[config.mk]
export PLATFORM = sky130hd
export DESIGN_NAME = dram_req_arbiter
export DESIGN_NICKNAME = d
export VERILOG_FILES = /design/src/rtl/dram_ctrl_pkg.sv /design/src/rtl/dram_rr_pick.sv /design/src/rtl/dram_req_arbiter.sv
export SDC_FILE = /design/constraint.sdc
export NUM_CORES = 1
export LEC_CHECK = 0
export ABC_AREA = 0
export BUFFER_PORTS_ARGS = -buffer_cell sky130_fd_sc_hd__buf_2
export CORE_UTILIZATION = 49
export DETAILED_ROUTE_END_ITERATION = 10
export PLACE_DENSITY = 0.8
export SLEW_MARGIN = 0
export SYNTH_ARGS = -nofsm -noshare
export SYNTH_HDL_FRONTEND = slang
export SYNTH_SLANG_ARGS = --single-unit
[constraint.sdc]
create_clock -name clk -period 3.59 [get_ports clk]
set_input_delay 0.5385 -clock clk [delete_from_list [all_inputs] [get_ports clk]]
set_output_delay 0.5385 -clock clk [all_outputs]
set_load 0.02 [all_outputs]
[src/rtl/dram_ctrl_pkg.sv]
// Shared widths, FSM encoding and packed address layout
// for the DRAM request arbiter.
package dram_ctrl_pkg;

    localparam int DRAM_BANKS = 8;
    localparam int DRAM_ROWS  = 128;
    localparam int DRAM_COLS  = 8;

    localparam int BW = $clog2(DRAM_BANKS);
    localparam int RW = $clog2(DRAM_ROWS);
    localparam int CW = $clog2(DRAM_COLS);

    typedef enum logic [1:0] {
        IDLE  = 2'b00,
        ARB   = 2'b01,
        ISSUE = 2'b10,
        WAIT  = 2'b11
    } arb_state_e;

    typedef struct packed {
        logic [BW-1:0] bank;
        logic [RW-1:0] row;
        logic [CW-1:0] col;
    } dram_addr_t;

    function automatic dram_addr_t mk_addr(input int b, input int r, input int c);
        dram_addr_t a;
        a.bank = BW'(b);
        a.row  = RW'(r);
        a.col  = CW'(c);
        return a;
    endfunction

endpackage

[src/rtl/dram_rr_pick.sv]
// Combinational round-robin picker: first set request at or after ptr_i,
// wrapping modulo N; reports one-hot and index of the winner.
module dram_rr_pick #(
    parameter  int N  = 4,
    localparam int IW = $clog2(N)
) (
    input  logic [N-1:0]  req_i,
    input  logic [IW-1:0] ptr_i,
    output logic          vld_o,
    output logic [N-1:0]  gnt_o,
    output logic [IW-1:0] idx_o
);

    always_comb begin
        logic [IW-1:0] j;
        vld_o = 1'b0;
        idx_o = '0;
        gnt_o = '0;
        j     = '0;
        for (int k = 0; k < N; k++) begin
            j = IW'((int'(ptr_i) + k) % N);
            if (!vld_o && req_i[j]) begin
                vld_o = 1'b1;
                idx_o = j;
            end
        end
        gnt_o[idx_o] = vld_o;
    end

endmodule

[src/rtl/dram_req_arbiter.sv]
// Arbitrates NUM_REQ requesters onto one DRAM controller port.
// Define DRAM_ARB_ROW_HIT_EN to add the open-row table and row-hit tier.
module dram_req_arbiter
    import dram_ctrl_pkg::*;
#(
    parameter  int NUM_REQ         = 4,
    parameter  int NUMBER_OF_BANKS = DRAM_BANKS,
    parameter  int NUMBER_OF_ROWS  = DRAM_ROWS,
    parameter  int NUMBER_OF_COLS  = DRAM_COLS,
    parameter  int STARVE_LIMIT    = 15,
    localparam int BANK_W = $clog2(NUMBER_OF_BANKS),
    localparam int ROW_W  = $clog2(NUMBER_OF_ROWS),
    localparam int COL_W  = $clog2(NUMBER_OF_COLS),
    localparam int IW     = $clog2(NUM_REQ),
    localparam int AW     = BANK_W + ROW_W + COL_W
) (
    input  logic                  clk,
    input  logic                  rst_b,
    input  logic [NUM_REQ-1:0]    req_val,
    input  logic [NUM_REQ*AW-1:0] req_addr,
    output logic [NUM_REQ-1:0]    req_rdy,
    input  logic                  refresh_flag,
    input  logic                  ctrl_rdy,
    input  logic                  ctrl_done,
    output logic                  addr_val,
    output logic [BANK_W-1:0]     bank_id,
    output logic [ROW_W-1:0]      row_id,
    output logic [COL_W-1:0]      col_id,
    output logic [IW-1:0]         grant_id,
    output logic                  row_hit
);

    localparam int SW = $clog2(STARVE_LIMIT + 1);
    localparam logic [SW-1:0] LIMIT = SW'(STARVE_LIMIT);

    arb_state_e state_q, state_d;

    logic              grant_en;
    logic              accept;
    logic [IW-1:0]     rr_q;
    logic [IW-1:0]     gid_q;
    logic [BANK_W-1:0] bank_q;
    logic [ROW_W-1:0]  row_q;
    logic [COL_W-1:0]  col_q;
    logic [SW-1:0]     cnt_q [NUM_REQ];

    logic [BANK_W-1:0] bank_w [NUM_REQ];
    logic [ROW_W-1:0]  row_w  [NUM_REQ];
    logic [COL_W-1:0]  col_w  [NUM_REQ];

    for (genvar g = 0; g < NUM_REQ; g++) begin : g_unpack
        assign {bank_w[g], row_w[g], col_w[g]} = req_addr[g*AW +: AW];
    end

    logic [NUM_REQ-1:0] st_mask;
    logic               st_vld, all_vld;
    logic [NUM_REQ-1:0] st_gnt, all_gnt;
    logic [IW-1:0]      st_idx, all_idx;

    always_comb begin
        st_mask = '0;
        for (int i = 0; i < NUM_REQ; i++) begin
            st_mask[i] = req_val[i] && (cnt_q[i] >= LIMIT);
        end
    end

    dram_rr_pick #(.N(NUM_REQ)) u_pick_starve (
        .req_i (st_mask),
        .ptr_i (rr_q),
        .vld_o (st_vld),
        .gnt_o (st_gnt),
        .idx_o (st_idx)
    );

    dram_rr_pick #(.N(NUM_REQ)) u_pick_all (
        .req_i (req_val),
        .ptr_i (rr_q),
        .vld_o (all_vld),
        .gnt_o (all_gnt),
        .idx_o (all_idx)
    );

    logic [IW-1:0]      win_idx;
    logic [NUM_REQ-1:0] win_oh;

`ifdef DRAM_ARB_ROW_HIT_EN
    logic [NUMBER_OF_BANKS-1:0] ort_vld_q;
    logic [ROW_W-1:0]           ort_row_q [NUMBER_OF_BANKS];
    logic [NUM_REQ-1:0]         hit_mask;
    logic                       hit_vld;
    logic [NUM_REQ-1:0]         hit_gnt;
    logic [IW-1:0]              hit_idx;
    logic                       hit_q;

    always_comb begin
        hit_mask = '0;
        for (int i = 0; i < NUM_REQ; i++) begin
            hit_mask[i] = req_val[i] && ort_vld_q[bank_w[i]]
                       && (ort_row_q[bank_w[i]] == row_w[i]);
        end
    end

    dram_rr_pick #(.N(NUM_REQ)) u_pick_hit (
        .req_i (hit_mask),
        .ptr_i (rr_q),
        .vld_o (hit_vld),
        .gnt_o (hit_gnt),
        .idx_o (hit_idx)
    );

    always_comb begin
        win_idx = all_idx;
        win_oh  = all_gnt;
        if (st_vld) begin
            win_idx = st_idx;
            win_oh  = st_gnt;
        end else if (hit_vld) begin
            win_idx = hit_idx;
            win_oh  = hit_gnt;
        end
    end

    // Refresh precharges every bank, so the whole table goes stale.
    always_ff @(posedge clk or posedge rst_b) begin
        if (rst_b) begin
            ort_vld_q <= '0;
            for (int b = 0; b < NUMBER_OF_BANKS; b++) begin
                ort_row_q[b] <= '0;
            end
        end else if (refresh_flag) begin
            ort_vld_q <= '0;
        end else if (accept) begin
            ort_vld_q[bank_q] <= 1'b1;
            ort_row_q[bank_q] <= row_q;
        end
    end

    always_ff @(posedge clk or posedge rst_b) begin
        if (rst_b) begin
            hit_q <= 1'b0;
        end else if (grant_en) begin
            hit_q <= hit_mask[win_idx];
        end
    end

    assign row_hit = hit_q;
`else
    always_comb begin
        win_idx = all_idx;
        win_oh  = all_gnt;
        if (st_vld) begin
            win_idx = st_idx;
            win_oh  = st_gnt;
        end
    end

    assign row_hit = 1'b0;
`endif

    always_comb begin
        state_d  = state_q;
        grant_en = 1'b0;
        accept   = 1'b0;
        addr_val = 1'b0;
        unique case (state_q)
            IDLE: begin
                if (all_vld && !refresh_flag) state_d = ARB;
            end
            ARB: begin
                if (!all_vld) begin
                    state_d = IDLE;
                end else if (!refresh_flag) begin
                    grant_en = 1'b1;
                    state_d  = ISSUE;
                end
            end
            ISSUE: begin
                addr_val = !refresh_flag;
                if (addr_val && ctrl_rdy) begin
                    accept  = 1'b1;
                    state_d = WAIT;
                end
            end
            WAIT: begin
                if (ctrl_done) state_d = all_vld ? ARB : IDLE;
            end
            default: state_d = IDLE;
        endcase
    end

    // Grant fields freeze from ARB exit until the next grant.
    always_ff @(posedge clk or posedge rst_b) begin
        if (rst_b) begin
            state_q <= IDLE;
            rr_q    <= '0;
            gid_q   <= '0;
            bank_q  <= '0;
            row_q   <= '0;
            col_q   <= '0;
        end else begin
            state_q <= state_d;
            if (grant_en) begin
                gid_q  <= win_idx;
                bank_q <= bank_w[win_idx];
                row_q  <= row_w[win_idx];
                col_q  <= col_w[win_idx];
                rr_q   <= (win_idx == IW'(NUM_REQ - 1))
                        ? '0 : win_idx + IW'(1);
            end
        end
    end

    always_ff @(posedge clk or posedge rst_b) begin
        if (rst_b) begin
            for (int i = 0; i < NUM_REQ; i++) cnt_q[i] <= '0;
        end else if (grant_en) begin
            for (int i = 0; i < NUM_REQ; i++) begin
                if (!req_val[i] || win_oh[i]) begin
                    cnt_q[i] <= '0;
                end else if (cnt_q[i] != LIMIT) begin
                    cnt_q[i] <= cnt_q[i] + SW'(1);
                end
            end
        end
    end

    assign req_rdy  = accept ? (NUM_REQ'(1) << gid_q) : '0;
    assign grant_id = gid_q;
    assign bank_id  = bank_q;
    assign row_id   = row_q;
    assign col_id   = col_q;

endmodule

==> After elaboration in Yosys (flattened, before gate mapping) <==
Cells that the tools add are included.
{ "totals": {"input_bits": 61, "word_cells": 156, "ff_bits": 35, "out_inout_bits": 21} }
{ "classes": {"magnitude_cmp": 13, "n_mux": 70, "reduce_logical": 39, "bitwise_logic": 3, "addsub": 8, "shifts": 1, "n_eq_ne": 12} }
{ "ops": {"columns": ["op", "count"], "rows": [
  ["$mux W4", 10],
  ["$mux W2", 15],
  ["$mux W1", 25],
  ["$lt A2 B3 Y1 const B", 6],
  ["$add A4 B1 Y4 const B", 4],
  ["$bmux W1 S2", 8],
  ["$ge A4 B4 Y1 const B", 4],
  ["$ne A4 B4 Y1 const B", 4],
  ["$bmux W7 S2", 1],
  ["$logic_and A1 B1 Y1", 14],
  ["$mux W7", 2],
  ["$bmux W3 S2", 2],
  ["$mux W3", 4],
  ["$logic_not A1 Y1", 11],
  ["$and A4 B4 Y4", 2],
  ["$pmux W2 S4", 1],
  ["$reduce_and A2 Y1", 4],
  ["$reduce_bool A2 Y1", 4],
  ["$eq A2 B2 Y1 const B", 3],
  ["$ne A2 B2 Y1 const B", 3],
  ["$add A2 B1 Y2 const B", 2],
  ["$add A2 B2 Y2 const B", 2],
  ["$demux W1 S2", 2],
  ["$ge A2 B1 Y1 const B", 2],
  ["8 further kinds", 11]
]} }

==> Depth between registers and ports, before layout <==
{ "logic_depth": {"depth_word": 23, "mapped_depth": 11, "depth_no_buf": 9} }

==> Hierarchy <==
A second synthesis with hierarchy kept.
{ "hier_totals": {"hier_cells": 352, "hier_area_um2": 2723.9} }
{ "by_module_without_submodules": {"columns": ["mod", "seq_area_each_um2", "area_per_inst_um2", "cells_each", "instances"], "rows": [
  ["dram_req_arbiter", 875.8, 2329.7, 287, 1],
  ["dram_rr_pick at u_pick_all", 0.0, 211.5, 33, 1],
  ["dram_rr_pick at u_pick_starve", 0.0, 182.7, 32, 1]
]} }

==> Worst setup path before layout <==
OpenSTA, ideal clock, no wires.
{ "synth_path": {"path_type": "reg-to-reg", "from": "reg cnt_q[4] in the netlist's numbering", "to": "reg rr_q[1]", "arrival_time_ns": 2.402, "synth_period_minus_slack_ns": 2.561, "n_path_buf": 2, "path_slack_ns": 1.029, "required_time_ns": 3.431, "setup_time_ns": 0.159, "path_stages_with_launch": 12, "cell_sequence": "dfrtp_1 -> ha_1 -> and4_2 -> or4_4 -> nand2b_1 -> o21a_1 -> buf_6 -> buf_8 -> inv_1 -> ha_1 -> nand2_1 -> o21ai_0"} }
{ "synth_via": {"elab_chain_len": 17, "elab_cells_between_ends": 28, "classes_between": "1 x add/sub; 1 x order compare; 1 x eq/ne; 18 x mux; 7 x reduce/logical"} }
{ "synth_rtl": {"columns": ["element", "line", "source"], "rows": [
  ["from (decl)", "dram_req_arbiter.sv:45", "logic [SW-1:0] cnt_q [NUM_REQ];"],
  ["from (signal, indexed assignment)", "dram_req_arbiter.sv:221", "cnt_q[i] <= cnt_q[i] + SW'(1);"],
  ["$ge A4 B4 Y1 (*)", "dram_req_arbiter.sv:63", "st_mask[i] = req_val[i] && (cnt_q[i] >= LIMIT);"],
  ["$logic_and A1 B1 Y1 (*)", "dram_req_arbiter.sv:63", null],
  ["$bmux W1 S2", "dram_rr_pick.sv:22", "if (!vld_o && req_i[j]) begin"],
  ["$mux W1 (implied by the code)", "dram_rr_pick.sv:22", null],
  ["$mux W1", "dram_rr_pick.sv:22", null],
  ["$logic_not A1 Y1", "dram_rr_pick.sv:22", null],
  ["$logic_and A1 B1 Y1", "dram_rr_pick.sv:22", null],
  ["$mux W1", "dram_rr_pick.sv:22", null],
  ["[2 not listed]", null, null],
  ["$mux W1", "dram_rr_pick.sv:22", null],
  ["$logic_not A1 Y1", "dram_rr_pick.sv:22", null],
  ["$logic_and A1 B1 Y1", "dram_rr_pick.sv:22", null],
  ["$mux W2 or $mux W1 (tied branches)", "dram_rr_pick.sv:22", null],
  ["$mux W2 (*)", "dram_req_arbiter.sv:151", "if (st_vld) begin"],
  ["via win_idx[0]", "dram_req_arbiter.sv:83", "logic [IW-1:0] win_idx;"],
  ["$add A2 B1 Y2 or $eq A2 B2 Y1 (tied branches)", "dram_req_arbiter.sv:208, dram_req_arbiter.sv:207", null],
  ["$mux W2 (*)", "dram_req_arbiter.sv:208", "? '0 : win_idx + IW'(1);"],
  ["to (signal assigned)", "dram_req_arbiter.sv:207", "rr_q <= (win_idx == IW'(NUM_REQ - 1))"],
  ["to (decl)", "dram_req_arbiter.sv:40", "logic [IW-1:0] rr_q;"]
]} }
The timed path passes the listed nets; every way through them passes the cells marked *. The select of a mux whose other input is x is not followed.
A chain may end at the register's enable or synchronous reset.

==> Worst setup path in the final report <==
Same ends and word-level chain as after synthesis.

==> flow_metrics.env <==
export IMPL_dpl_hpwl_um=3606
export IMPL_overflow=0
export IMPL_rows=24
export IMPL_place_inst=362
export IMPL_drv_slew=0
export IMPL_setup_viol=0
export IMPL_synth_distinct_cells=46
export IMPL_max_freq_ghz=0.3852
export IMPL_synth_flop_cell="dfrtp_1"
export IMPL_portBuffers=80
export IMPL_seqPwrFrac_pct=38.0
export IMPL_grt_pass1_wl_um=8100
export IMPL_synthToLayoutAreaGrowth_pct=23.69
export IMPL_grt_max_degree=36
export IMPL_ys_ff_latch=35
export IMPL_synth_top_cells_by_count="35 x dfrtp_1, 35 x nand2_1, 28 x mux2i_1, 15 x nor2_1, 15 x o221ai_1"
export IMPL_crit_type="reg -> reg"
export IMPL_fin_setup_tns_ps=0
export IMPL_clock_power_share_pct=14.6
export IMPL_pin_count=82
export IMPL_power_share_switching_pct=42.67
export IMPL_die_area_sq_um=4767
export IMPL_synth_enable_flop_cells=0
export IMPL_grt_total_usage_pct=20.94
export IMPL_htreeDepth=2
export IMPL_ys_seq_area_share_pct=39.77
export IMPL_holdBufCountCts=0
export IMPL_power_switching_mw=0.7996
export IMPL_die_y_um=69.04
export IMPL_route_detailed_drc=0
export IMPL_cts_sinks=35
export IMPL_async_flop_share_pct=100.0
export IMPL_skew_ps=4.589
export IMPL_syn_avg_cell_area_sq_um=9.411
export IMPL_crit_path_end_kind="flip-flop"
export IMPL_cts_buffers=5
export IMPL_syn_inst=234
export IMPL_status="finished, final reports clean"
export IMPL_antenna_cells=0
export IMPL_drive_gt1_share_pct=31.45
export IMPL_insertion_delay_ps=280
export IMPL_via_count=2072
export IMPL_vias_per_cell=5.600
export IMPL_yosys_warnings=0
export IMPL_cap_viol_max_count=0
export IMPL_cts_resized=0
export IMPL_core_sq_um=4324
export IMPL_wirelength_um=4880
export IMPL_tritoncts="done"
export IMPL_cts_setup_buffers=0
export IMPL_firstDrtPassIters=4
export IMPL_finalHoldViolCount=0
export IMPL_post_drt_wl_per_cell_um=13.19
export IMPL_leakage_nw=1.383
export IMPL_fin_cells=370
export IMPL_period_minus_slack_ps=2596
export IMPL_cts_root_buf="clkbuf_8"
export IMPL_cp_required_ps=3760
export IMPL_irDropWorstVdd_mv=0.3447
export IMPL_synth_area_leader_cell="dfrtp_1"
export IMPL_critPathMaxFanout=17
export IMPL_cp_arrival_ps=2760
export IMPL_die_w_um=69.04
export IMPL_synth_area_top_cells="dfrtp_1 40%, mux2i_1 13%, nand2_1 6.0%"
export IMPL_p_per_area_nw_per_um2=688.0
export IMPL_worst_slew_pin_slew_ps=835.6
export IMPL_yosys_area_top_type_share_pct=39.77
export IMPL_clockBufferDepth=2
export IMPL_syn_num_nets=300
export IMPL_p_int_mw=1.074
export IMPL_start_util_pct=50.93
export IMPL_drt_iter0_markers=126
export IMPL_timing_critical_path_from="cnt_q[4]"
export IMPL_syn_area_sq_um=2202
export IMPL_hp_class="in -> async"
export IMPL_timing_rr_start="cnt_q[4]"
export IMPL_comb_power_share_pct=47.3
export IMPL_slew_headroom_pct=43.78
export IMPL_finalNetCount=383
export IMPL_setup_worst_path_start_class="flip-flop"
export IMPL_grt_antenna_before_repair=0
export IMPL_grt_pass1_vias=1835
export IMPL_finalCritPeriodShare_pct=72.32
export IMPL_path_clk_slew_ps=70
export IMPL_place_congestion=0.8556
export IMPL_ant_nets=0
export IMPL_rsz0062_at_grt="no"
[kinds of logic after synthesis]
kind of cell,count (synthesis),synth area share (%)
AND/OR/NAND/NOR,89,20.45
AO/OA/AOI/OAI,52,16.31
flip-flops,35,39.77
multiplexers,29,13.24
buffers and inverters,15,4.034
XOR/XNOR,8,3.181
adder cells (fa/ha/maj),5,2.841
other,1,0.1703
[critical path, stage by stage, from the launching register on]
cell and delay, ps:
dfrtp_1 410, ha_1 250, and4_2 280, or4_4 530, nand2b_1 170, o21a_1 170, buf_4 210, inv_1 110
ha_1 230, nand2_1 50, o21ai_0 70
[area by class of cell]
cell class	instances	area, sq um
fillers	373	1600
inverters	6	22.52
well taps	52	65.06
clock buffers	6	72.57
flip-flops and latches	35	875.8
clock inverters	2	12.51
multi-input cells	184	1237
repair buffers	85	437.9
[metal layers]
layer	vias to the layer above	part of all wire, %	GRT usage, %
met5	-	0	0
met4	0	1.2	7.256
met3	7	5.5	4.678
met2	75	47	34.41
met1	959	46	27.15
li1	1031	-	-
[flip-flops by register name (all words and copies together), names as in the netlist, named ones only]
| register | cells |
|---|---|
| rr_q | 2 |
| col_id | 3 |
| row_id | 7 |
| state_q | 1 |
| cnt_q | 16 |
| bank_id | 3 |
| grant_id | 2 |
[layout by cell type (no fill, tap or decap), types with 6 or more instances in the layout]
cell type	instances
inv_1	6
dfrtp_1	35
o221ai_1	15
buf_2	80
nor3_1	9
a31oi_1	8
mux2i_1	28
a21oi_1	13
nand4_1	6
nor2_1	15
nand2_1	35
[power by group through the flow]
stage | registers (mW) | clock network (mW) | logic (mW)
2_1_floorplan | 0.770 | 0 | 0.606
4_1_cts | 0.709 | 0.284 | 0.895
5_1_grt | 0.734 | 0.304 | 0.982
3_5_place_dp | 0.709 | 0 | 0.897
3_3_place_gp | 0.709 | 0 | 0.871
6_report | 0.713 | 0.274 | 0.887
[through the flow]
| step | cell area (sq um) | setup slack, ps | hold slack, ps | total power [mW] | utilization, % |
|---|---|---|---|---|---|
| after floorplan | 2202 | 1029 | 504.1 | 1.376 | - |
| after global placement | 2639 | 974.4 | 474.0 | 1.580 | 61.02 |
| after detailed placement | 2639 | 853.4 | 477.5 | 1.607 | 61.02 |
| after CTS | 2724 | 984.7 | 356.6 | 1.888 | 62.99 |
| after global routing | 2724 | 882.1 | 399.4 | 2.020 | 62.99 |
| final | 2724 | 993.8 | 342.6 | 1.874 | 62.99 |
[final timing paths]
check	endpoint	slack [ps]	depth (start not counted)
worst max-delay path	rr_q[1]	990	10
worst min-delay path	row_id[2]	340	3
worst max register to register	rr_q[1]	990	10
worst min register to register	row_id[5]	490	2
max in group asynchronous	cnt_q[11]	2920	3
min in group clk	state_q[0]	470	2
No activity file was read; power rests on OpenSTA's default activity.
